**config.mk**
```make
export PLATFORM = sky130hd
export DESIGN_NAME = vram_arbiter
export DESIGN_NICKNAME = d
export VERILOG_FILES = /design/src/rtl/vram_arbiter.sv
export SDC_FILE = /design/constraint.sdc
export NUM_CORES = 1
export LEC_CHECK = 0
export ABC_AREA = 1
export ABC_CLOCK_PERIOD_IN_PS = 4000
export CAP_MARGIN = 15
export CORE_MARGIN = 1.5
export CORE_UTILIZATION = 51
export DETAILED_ROUTE_END_ITERATION = 8
export PLACE_DENSITY = 0.79
export RECOVER_POWER = 25
export REMOVE_ABC_BUFFERS = 1
export SYNTH_ARGS = -nofsm -noshare
export SYNTH_HDL_FRONTEND = slang
export SYNTH_SLANG_ARGS = --single-unit
```
**constraint.sdc**
```tcl
create_clock -name clk -period 4 [get_ports clk]
set_input_delay 1.2 -clock clk [delete_from_list [all_inputs] [get_ports clk]]
set_output_delay 1.2 -clock clk [all_outputs]
set_load 0.01 [all_outputs]
```
**src/rtl/vram_arbiter.sv**
```systemverilog
// Single-port VRAM arbiter: display reads > buffered host writes > host reads.
// Optional macro VRAM_ARB_BLANK_ONLY_EN limits host writes/reads to vertical blanking.
module vram_arbiter #(
   parameter int ADDR_WIDTH = 12,
   parameter int DATA_WIDTH = 8,
   parameter int FIFO_DEPTH = 4
) (
   input  logic                  clk,
   input  logic                  rst_n,
   input  logic                  vert_blanking,
   input  logic                  disp_req,
   input  logic [ADDR_WIDTH-1:0] disp_addr,
   output logic [DATA_WIDTH-1:0] disp_data,
   output logic                  disp_valid,
   input  logic                  host_wr_valid,
   input  logic [ADDR_WIDTH-1:0] host_wr_addr,
   input  logic [DATA_WIDTH-1:0] host_wr_data,
   output logic                  host_wr_ready,
   input  logic                  host_rd_valid,
   input  logic [ADDR_WIDTH-1:0] host_rd_addr,
   output logic                  host_rd_ready,
   output logic [DATA_WIDTH-1:0] host_rd_data,
   output logic                  host_rd_data_valid,
   output logic [ADDR_WIDTH-1:0] ram_addr,
   output logic                  ram_we,
   output logic [DATA_WIDTH-1:0] ram_wdata,
   input  logic [DATA_WIDTH-1:0] ram_rdata
);
   localparam int IW = $clog2(FIFO_DEPTH);
   localparam int PW = IW + 1;

   logic [ADDR_WIDTH-1:0] fifo_addr_q [FIFO_DEPTH];
   logic [DATA_WIDTH-1:0] fifo_data_q [FIFO_DEPTH];
   logic [PW-1:0]         wr_ptr_q, wr_ptr_d;
   logic [PW-1:0]         rd_ptr_q, rd_ptr_d;
   logic                  active_q;
   logic                  disp_vld_q, disp_vld_d;
   logic                  rd_vld_q, rd_vld_d;
   logic [DATA_WIDTH-1:0] rd_hold_q, rd_hold_d;
   logic [ADDR_WIDTH-1:0] last_addr_q;
   logic [DATA_WIDTH-1:0] last_wdata_q;
   logic                  fifo_empty, fifo_full, blank_ok, push;
   logic                  grant_disp, grant_drain, grant_rd;
   logic [ADDR_WIDTH-1:0] head_addr;
   logic [DATA_WIDTH-1:0] head_data;

`ifdef VRAM_ARB_BLANK_ONLY_EN
   assign blank_ok = vert_blanking;
`else
   logic unused_vert_blanking;
   assign unused_vert_blanking = vert_blanking;
   assign blank_ok = 1'b1;
`endif

   assign fifo_empty = (wr_ptr_q == rd_ptr_q);
   assign fifo_full  = (wr_ptr_q[IW] != rd_ptr_q[IW]) &&
                       (wr_ptr_q[IW-1:0] == rd_ptr_q[IW-1:0]);
   assign head_addr  = fifo_addr_q[rd_ptr_q[IW-1:0]];
   assign head_data  = fifo_data_q[rd_ptr_q[IW-1:0]];

   assign host_wr_ready = active_q & ~fifo_full;
   assign push          = host_wr_valid & host_wr_ready;

   // Reads wait for an empty FIFO so they can never overtake a buffered write.
   assign grant_disp    = rst_n & disp_req;
   assign grant_drain   = ~disp_req & ~fifo_empty & blank_ok;
   assign grant_rd      = active_q & host_rd_valid & ~disp_req & fifo_empty & blank_ok;
   assign host_rd_ready = grant_rd;

   always_comb begin
      ram_addr  = last_addr_q;
      ram_wdata = last_wdata_q;
      ram_we    = 1'b0;
      if (grant_disp) begin
         ram_addr = disp_addr;
      end else if (grant_drain) begin
         ram_addr  = head_addr;
         ram_wdata = head_data;
         ram_we    = 1'b1;
      end else if (grant_rd) begin
         ram_addr = host_rd_addr;
      end
   end

   always_comb begin
      wr_ptr_d   = wr_ptr_q + {{IW{1'b0}}, push};
      rd_ptr_d   = rd_ptr_q + {{IW{1'b0}}, grant_drain};
      disp_vld_d = grant_disp;
      rd_vld_d   = grant_rd;
      rd_hold_d  = rd_vld_q ? ram_rdata : rd_hold_q;
   end

   always_ff @(posedge clk or negedge rst_n) begin
      if (!rst_n) begin
         wr_ptr_q     <= '0;
         rd_ptr_q     <= '0;
         active_q     <= 1'b0;
         disp_vld_q   <= 1'b0;
         rd_vld_q     <= 1'b0;
         rd_hold_q    <= '0;
         last_addr_q  <= '0;
         last_wdata_q <= '0;
      end else begin
         wr_ptr_q     <= wr_ptr_d;
         rd_ptr_q     <= rd_ptr_d;
         active_q     <= 1'b1;
         disp_vld_q   <= disp_vld_d;
         rd_vld_q     <= rd_vld_d;
         rd_hold_q    <= rd_hold_d;
         last_addr_q  <= ram_addr;
         last_wdata_q <= ram_wdata;
      end
   end

   always_ff @(posedge clk) begin
      if (push) begin
         fifo_addr_q[wr_ptr_q[IW-1:0]] <= host_wr_addr;
         fifo_data_q[wr_ptr_q[IW-1:0]] <= host_wr_data;
      end
   end

   // RAM data appears live in the response cycle; host data is then held.
   assign disp_valid         = disp_vld_q;
   assign disp_data          = disp_vld_q ? ram_rdata : '0;
   assign host_rd_data_valid = rd_vld_q;
   assign host_rd_data       = rd_vld_q ? ram_rdata : rd_hold_q;

endmodule

```
==> impl_metrics.yaml, run 1 <==
run_status:
  status: "finished with violations"
  failed_checks: "max-capacitance violations, max-slew violations"
run:
  maxCapViolations: 1
placed_design:
  io_buffers: 97
  dp_hpwl_um: 7341
  dp_cells: 691
  place.gp.congestion: 0.8268
power:
  p_clk_frac: 0.283
  switching_share: 0.3684
  p_total_w: 0.004878
  pwr-share-comb: 0.369
  p_switching_w: 0.001797
  pwr-share-seq: 0.348
  intPower_w: 0.003081
  p_leak_nw: 2.895
  peakVddDrop_mv: 0.3412
  p_per_area_nw_per_um2: 717.6
final_layout:
  layout.nets: 648
  utilization: 0.7254
  fillCellCount: 644
  syn2layout_area_growth_pct: 35.83
  fin_cells: 728
  multiInputGateArea_um2: 1468
  seqCellArea_um2: 3328
  drive_above_1_share: 0.1536
  num_antenna_cells: 0
yosys:
  synth_edf_count: 80
  synth_seq_cells: 117
  yosysSeqAreaShare: 0.6650
  synth.largest_area_cell: "edfxtp_1"
  dominantRegCellSynth: "edfxtp_1"
  synth_cells: 469
  netlist_top_cells_area: "edfxtp_1 48%, dfrtp_1 19%, nand2_1 12%, nand3_1 4.8%, mux2_2 1.8%"
  yosysTopAreaCellShare: 0.4800
  async_reset_ff_frac: 0.3162
  syn-cell-area_um2: 5005
  yosysWarnings: 0
  synth_area_per_cell_um2: 10.67
  netlist-cell-type-count: 27
timing:
  clock_skew_ns: 0.008247
  tightest_slew_ns: 2.032
  fin_crit_ns: 3.920
  fin_crit_sh: 0.9800
  slew_violations: 38
  setup_viol: 0
  max_freq_ghz: 0.2551
  hold_slack_ns: 0.4781
  fin_tns_setup_ns: 0
  maxSlewHeadroom: -0.3546
  final_hold_viol_count: 0
worst_setup_path:
  cp-end-kind: "primary output"
  path_class: "in -> out"
  worst_ep_arrival_time_ns: 2.72
  critPathRequiredTime_ns: 2.80
  worstRegToRegCells: 9
  worst_setup_path_start_kind: "primary input"
  path_max_fanout: 6
route:
  drt_iter0_drc: 228
  drt-wirelength-per-cell_um: 15.90
  wirelength_um: 11570
  vias: 3814
  route.detailed.drc: 0
  antenna_left: 0
  vias_per_cell: 5.239
  first_pass_iters: 5
clock_network:
  clk_path_buf_depth: 2
  cts_max_level: 4
  clk_pin_slew_ns: 0.06
  clock_latency_ns: 0.52
  cts_tree: "built"
  root_buffer: "clkbuf_8"
  cts-buffers-inserted: 17
  clock-sinks: 117
  hold_buffers: 0
floorplan:
  start_util: 0.5340
  pin_count: 99
  fp-row-count: 35
  die_w_um: 102.1
  core_um2: 9371
  die_h_um: 102.1
  die_area_um2: 10420
global_routing:
  grt.total_usage: 0.2440
  gr-total-overflow: 0
  antenna_found_initial: 0
  grt_max_degree: 41
  grt_pass1_vias: 3959
  grt_pass1_wl_um: 18650
worst_hold_path:
  hold_path.class: "reg -> reg"
  whs_path_depth: 2
[area by class of cell]
cell class / count / area share
Clock inverter: 15 / 0.01951
Tap cell: 129 / 0.02374
Clock buffer: 17 / 0.06092
Timing Repair Buffer: 122 / 0.1715
Sequential cell: 117 / 0.4896
Inverter: 34 / 0.01877
Multi-Input combinational cell: 294 / 0.2159
[cells in the mapped netlist (4+ instances only)]
master,instances
buf_2,8
clkbuf_1,10
clkinv_1,10
dfrtp_1,37
edfxtp_1,80
ha_1,4
inv_1,19
inv_2,5
mux2_2,8
nand2_1,163
nand2_2,4
nand3_1,48
nand4_1,12
nor2_1,16
nor3_1,4
o21ai_0,16
o22ai_1,8
[cells in the final DEF, fill, tap and decap left out, types with 3 or more instances in the layout]
cell | netlist | layout
nand2_1 | 163 | 159
edfxtp_1 | 80 | 80
clkdlybuf4s50_1 | 0 | 74
nand3_1 | 48 | 48
dfrtp_1 | 37 | 37
inv_1 | 19 | 19
buf_4 | 2 | 18
nor2_1 | 16 | 16
o21ai_0 | 16 | 16
clkbuf_16 | 0 | 16
nand4_1 | 12 | 12
clkinv_1 | 10 | 11
nand2_2 | 4 | 8
mux2_2 | 8 | 8
o22ai_1 | 8 | 8
dlygate4sd3_1 | 0 | 8
inv_6 | 0 | 6
inv_2 | 5 | 5
dlygate4sd2_1 | 0 | 5
nor3_2 | 0 | 4
ha_1 | 4 | 4
clkinv_4 | 0 | 4
clkdlybuf4s15_1 | 0 | 4
buf_2 | 8 | 4
nand3_4 | 2 | 3
inv_8 | 0 | 3
buf_12 | 0 | 3
buf_6 | 3 | 3
[repair_timing]
action / 4_1_cts / 5_1_grt
setup endpoints to repair: 21 / 11
pin swaps: 1 / 2
gates resized for setup: 27 / 14
cloned: 1 / 0
setup buffers: 4 / 0
[state kept, by name, summed over array words and instances (netlist names)]
signal	cells
wr_ptr_q	3
fifo_data_q	32
disp_valid	1
host_rd_data_valid	1
rd_ptr_q	3
active_q	1
rd_hold_q	8
fifo_addr_q	48
last_wdata_q	8
last_addr_q	12
[worst max-delay path: stages]
cell,delay (ns)
clkdlybuf4s50_1,0.48
nand2_2,0.06
nor2_4,0.11
buf_6,0.14
nand3_4,0.13
nand2_1,0.10
nand3_1,0.08
nand2_1,0.08
nand2_1,0.07
dlygate4sd2_1,0.28
[metrics by stage]
stage          instance area, µm²  setup slack [ns]
2_1_floorplan                4871            0.3807
3_3_place_gp                 6213           -0.1651
3_5_place_dp                 6213           -0.1950
4_1_cts                      6807          0.008962
5_1_grt                      6798         -0.005689
6_report                     6798           0.07990
[power groups by stage]
stage          logic [W]  clock network (W)  registers [W]
2_1_floorplan   0.000984                  0        0.00172
3_3_place_gp     0.00176                  0        0.00170
3_5_place_dp     0.00182                  0        0.00172
4_1_cts          0.00181            0.00139        0.00170
5_1_grt          0.00200            0.00145        0.00173
6_report         0.00180            0.00138        0.00170
[path summary, 6_finish.rpt]
check,startpoint,slack (ns),endpoint
worst max-delay path,host_rd_valid,0.08,ram_addr[3]
worst min-delay path,last_wdata_q[1],0.48,last_wdata_q[1]
worst max register to register,wr_ptr_q[2],1.61,fifo_addr_q[3][11]
worst min register to register,last_wdata_q[1],0.48,last_wdata_q[1]
max in group asynchronous,rst_n,1.41,last_addr_q[0]
min in group asynchronous,rst_n,1.43,last_wdata_q[4]
[logic make-up (layout without fill, tap and decap cells)]
logic type | Yosys count | count (layout) | share of synthesized area
multiplexers | 8 | 8 | 0.01800
XOR/XNOR | 2 | 2 | 0.003501
adder cells (fa/ha/maj) | 4 | 4 | 0.01000
AO/OA/AOI/OAI | 24 | 24 | 0.02600
buffers and inverters | 59 | 188 | 0.05225
flip-flops | 117 | 117 | 0.6650
other | 1 | 1 | 0.0007493
AND/OR/NAND/NOR | 254 | 255 | 0.2245
[metal layers]
| metal | GRT usage | wire length [µm] |
|---|---|---|
| met5 | 0 | 0 |
| met4 | 0.1043 | 286 |
| met3 | 0.06156 | 754 |
| met2 | 0.4468 | 6227 |
| met1 | 0.2681 | 4305 |
Power figures use the tool's default switching activity.
==> inputs of run 2 (changes only) <==
--- a/config.mk
+++ b/config.mk
@@ -8,6 +8,7 @@
 export ABC_AREA = 1
 export ABC_CLOCK_PERIOD_IN_PS = 4000
 export CAP_MARGIN = 15
+export CORE_ASPECT_RATIO = 1.4
 export CORE_MARGIN = 1.5
 export CORE_UTILIZATION = 51
 export DETAILED_ROUTE_END_ITERATION = 8
==> run 2 against run 1 <==
  * The run still ends with max-capacitance violations, max-slew violations left
  * Critical path type unchanged
  * Cell count up 0.14%
  * Register-to-register slack better by 0.13 ns
  * Global-route usage is 1.7 points lower
  * Setup slack gained 0.041 ns
  * Sequential share of layout area up 0.32 points
  * Via count fell by 2.3%
  * Power rose by 0.34%
  * Clock power about the same
  * Largest cell class unchanged
  * Hold slack gained 0.0049 ns
==> impl_metrics.yaml, run 2 (same netlist as run 1, synthesis figures left out) <==
power:
  p_leak_nw: 2.896
  peakVddDrop_mv: 0.4034
  p_clk_frac: 0.286
  p_switching_w: 0.001669
  intPower_w: 0.003226
  pwr-share-seq: 0.345
  p_per_area_nw_per_um2: 724.7
  switching_share: 0.3409
  pwr-share-comb: 0.369
clock_network:
  hold_buffers: 0
  clk_path_buf_depth: 2
  cts-buffers-inserted: 17
  cts_tree: "built"
  cts_max_level: 4
  clk_pin_slew_ns: 0.05
  clock-sinks: 117
  post-cts-setup-buffer-count: 0
  clock_latency_ns: 0.41
  root_buffer: "clkbuf_16"
floorplan:
  fp-row-count: 42
  core_um2: 9512
  die_area_um2: 10420
  start_util: 0.5262
  die_w_um: 86.72
  die_h_um: 120.2
  pin_count: 99
route:
  vias: 3726
  wirelength_um: 11090
  drt_iter0_drc: 240
  vias_per_cell: 5.111
  drt-wirelength-per-cell_um: 15.21
  first_pass_iters: 4
  route.detailed.drc: 0
  antenna_left: 0
global_routing:
  grt_max_degree: 43
  grt.total_usage: 0.2272
  grt_pass1_vias: 3805
  grt_pass1_wl_um: 17750
  gr-total-overflow: 0
  antenna_found_initial: 0
timing:
  fin_tns_setup_ns: 0
  tightest_slew_ns: 1.978
  rsz0062_at_grt: "yes"
  fin_crit_sh: 0.9698
  slew_violations: 38
  max_freq_ghz: 0.2578
  maxSlewHeadroom: -0.3188
  clock_skew_ns: 0.009340
  fin_crit_ns: 3.879
  setup_viol: 0
  final_hold_viol_count: 0
worst_setup_path:
  cp-end-kind: "primary output"
  path_class: "in -> out"
  critPathRequiredTime_ns: 2.80
  rr_startpoint: "rd_ptr_q[0]"
  worst_ep_arrival_time_ns: 2.68
  path_max_fanout: 6
  worst_setup_path_start_kind: "primary input"
  crit_start: "host_rd_valid"
final_layout:
  num_antenna_cells: 0
  fin_cells: 729
  layout.cells.most_common_list: "162 x nand2_1, 80 x edfxtp_1, 74 x clkdlybuf4s50_1, 48 x nand3_1, 37 x dfrtp_1"
  drive_above_1_share: 0.1273
  mostFrequentLayoutCell: "nand2_1"
  fillCellCount: 675
  layout.nets: 646
  seqCellArea_um2: 3328
  largest_reg_flops: 48
  multiInputGateArea_um2: 1443
  syn2layout_area_growth_pct: 34.95
run_status:
  status: "finished with violations"
  failed_checks: "max-capacitance violations, max-slew violations"
worst_hold_path:
  worstHoldStart: "last_wdata_q[0]"
  hold_path.class: "reg -> reg"
placed_design:
  dp_cells: 697
  dp_hpwl_um: 7212
  place.gp.congestion: 0.8261
  io_buffers: 97
run:
  maxCapViolations: 1
[run 2: cell types whose count changed in the layout (fill, tap and decap cells not counted), sizes merged]
cell,previous run,this run
inv,33,24
dlygate4sd2,5,13
buf,28,23
clkdlybuf4s15,4,0
clkbuf,20,23
bufinv,0,2
clkinv,15,17
clkinvlp,1,2
dlymetal6s2s,0,1
nand3,51,50
[run 2: final timing paths]
kind / end / slack [ns] / depth (start not counted)
setup / recovery: ram_addr[10] / 0.12 / 9
hold / removal: last_wdata_q[0] / 0.48 / 2
setup reg to reg: fifo_data_q[1][7] / 1.74 / 10
hold reg to reg: last_wdata_q[0] / 0.48 / 2
max in group asynchronous: rd_hold_q[5] / 1.35 / 2
min in group asynchronous: rd_ptr_q[2] / 1.52 / 2
[run 2: what timing repair did]
item / 4_1_cts / 5_1_grt
pin swaps: 0 / 0
gates resized for setup: 14 / 2
endpoints found under the setup margin: 16 / 3
[run 2: final cells by class]
cell class | count | area share
timing repair buffer | 121 | 0.1688
sequential | 117 | 0.4928
clock inverter | 11 | 0.01630
inverter | 34 | 0.01890
multi-input combinational | 293 | 0.2136
clock buffer | 21 | 0.06521
tap | 132 | 0.02445
[run 2: worst max-delay path, stage by stage]
cell	delay [ns]
clkdlybuf4s50_1	0.45
nand2_1	0.08
nor2_4	0.15
buf_4	0.17
nand4_1	0.11
nand3_1	0.11
nand2_1	0.05
nand2_1	0.08
dlygate4sd2_1	0.27
[run 2: power by group through the flow]
stage | logic [W] | registers (W) | clock network [W]
after global placement | 0.00180 | 0.00169 | 0
after detailed placement | 0.00185 | 0.00171 | 0
final | 0.00181 | 0.00169 | 0.00140
after floorplan | 0.000984 | 0.00172 | 0
after global routing | 0.00199 | 0.00172 | 0.00148
after CTS | 0.00182 | 0.00169 | 0.00141
[run 2: through the flow]
| stage | cell area, µm² | setup WS, ns | power [W] | hold slack [ns] | util |
|---|---|---|---|---|---|
| CTS | 6754 | 0.07486 | 0.004921 | 0.4899 | 0.7101 |
| global route | 6754 | -0.03686 | 0.005184 | 0.5008 | 0.7101 |
| floorplan | 4871 | 0.3807 | 0.002708 | 0.4627 | - |
| finish | 6754 | 0.1209 | 0.004894 | 0.4830 | 0.7101 |
| global placement | 6215 | -0.1592 | 0.003496 | 0.4602 | 0.6534 |
| detailed placement | 6215 | -0.1777 | 0.003563 | 0.4759 | 0.6534 |
[run 2: routing by layer]
| metal | GRT usage | vias to the layer above | routed length (µm) |
|---|---|---|---|
| met1 | 0.2618 | 1764 | 4377 |
| met5 | 0 | - | 0 |
| li1 | - | 1802 | - |
| met3 | 0.06826 | 22 | 640 |
| met4 | 0.08871 | 0 | 199 |
| met2 | 0.3931 | 138 | 5872 |
==> inputs of run 3 (changes only) <==
--- a/config.mk
+++ b/config.mk
@@ -11,6 +11,7 @@
 export CORE_ASPECT_RATIO = 1.4
 export CORE_MARGIN = 1.5
 export CORE_UTILIZATION = 51
+export CTS_CLUSTER_SIZE = 12
 export DETAILED_ROUTE_END_ITERATION = 8
 export PLACE_DENSITY = 0.79
 export RECOVER_POWER = 25
==> results of run 3 <==
No change in the layout: final DEF, timing and power equal those of run 2.
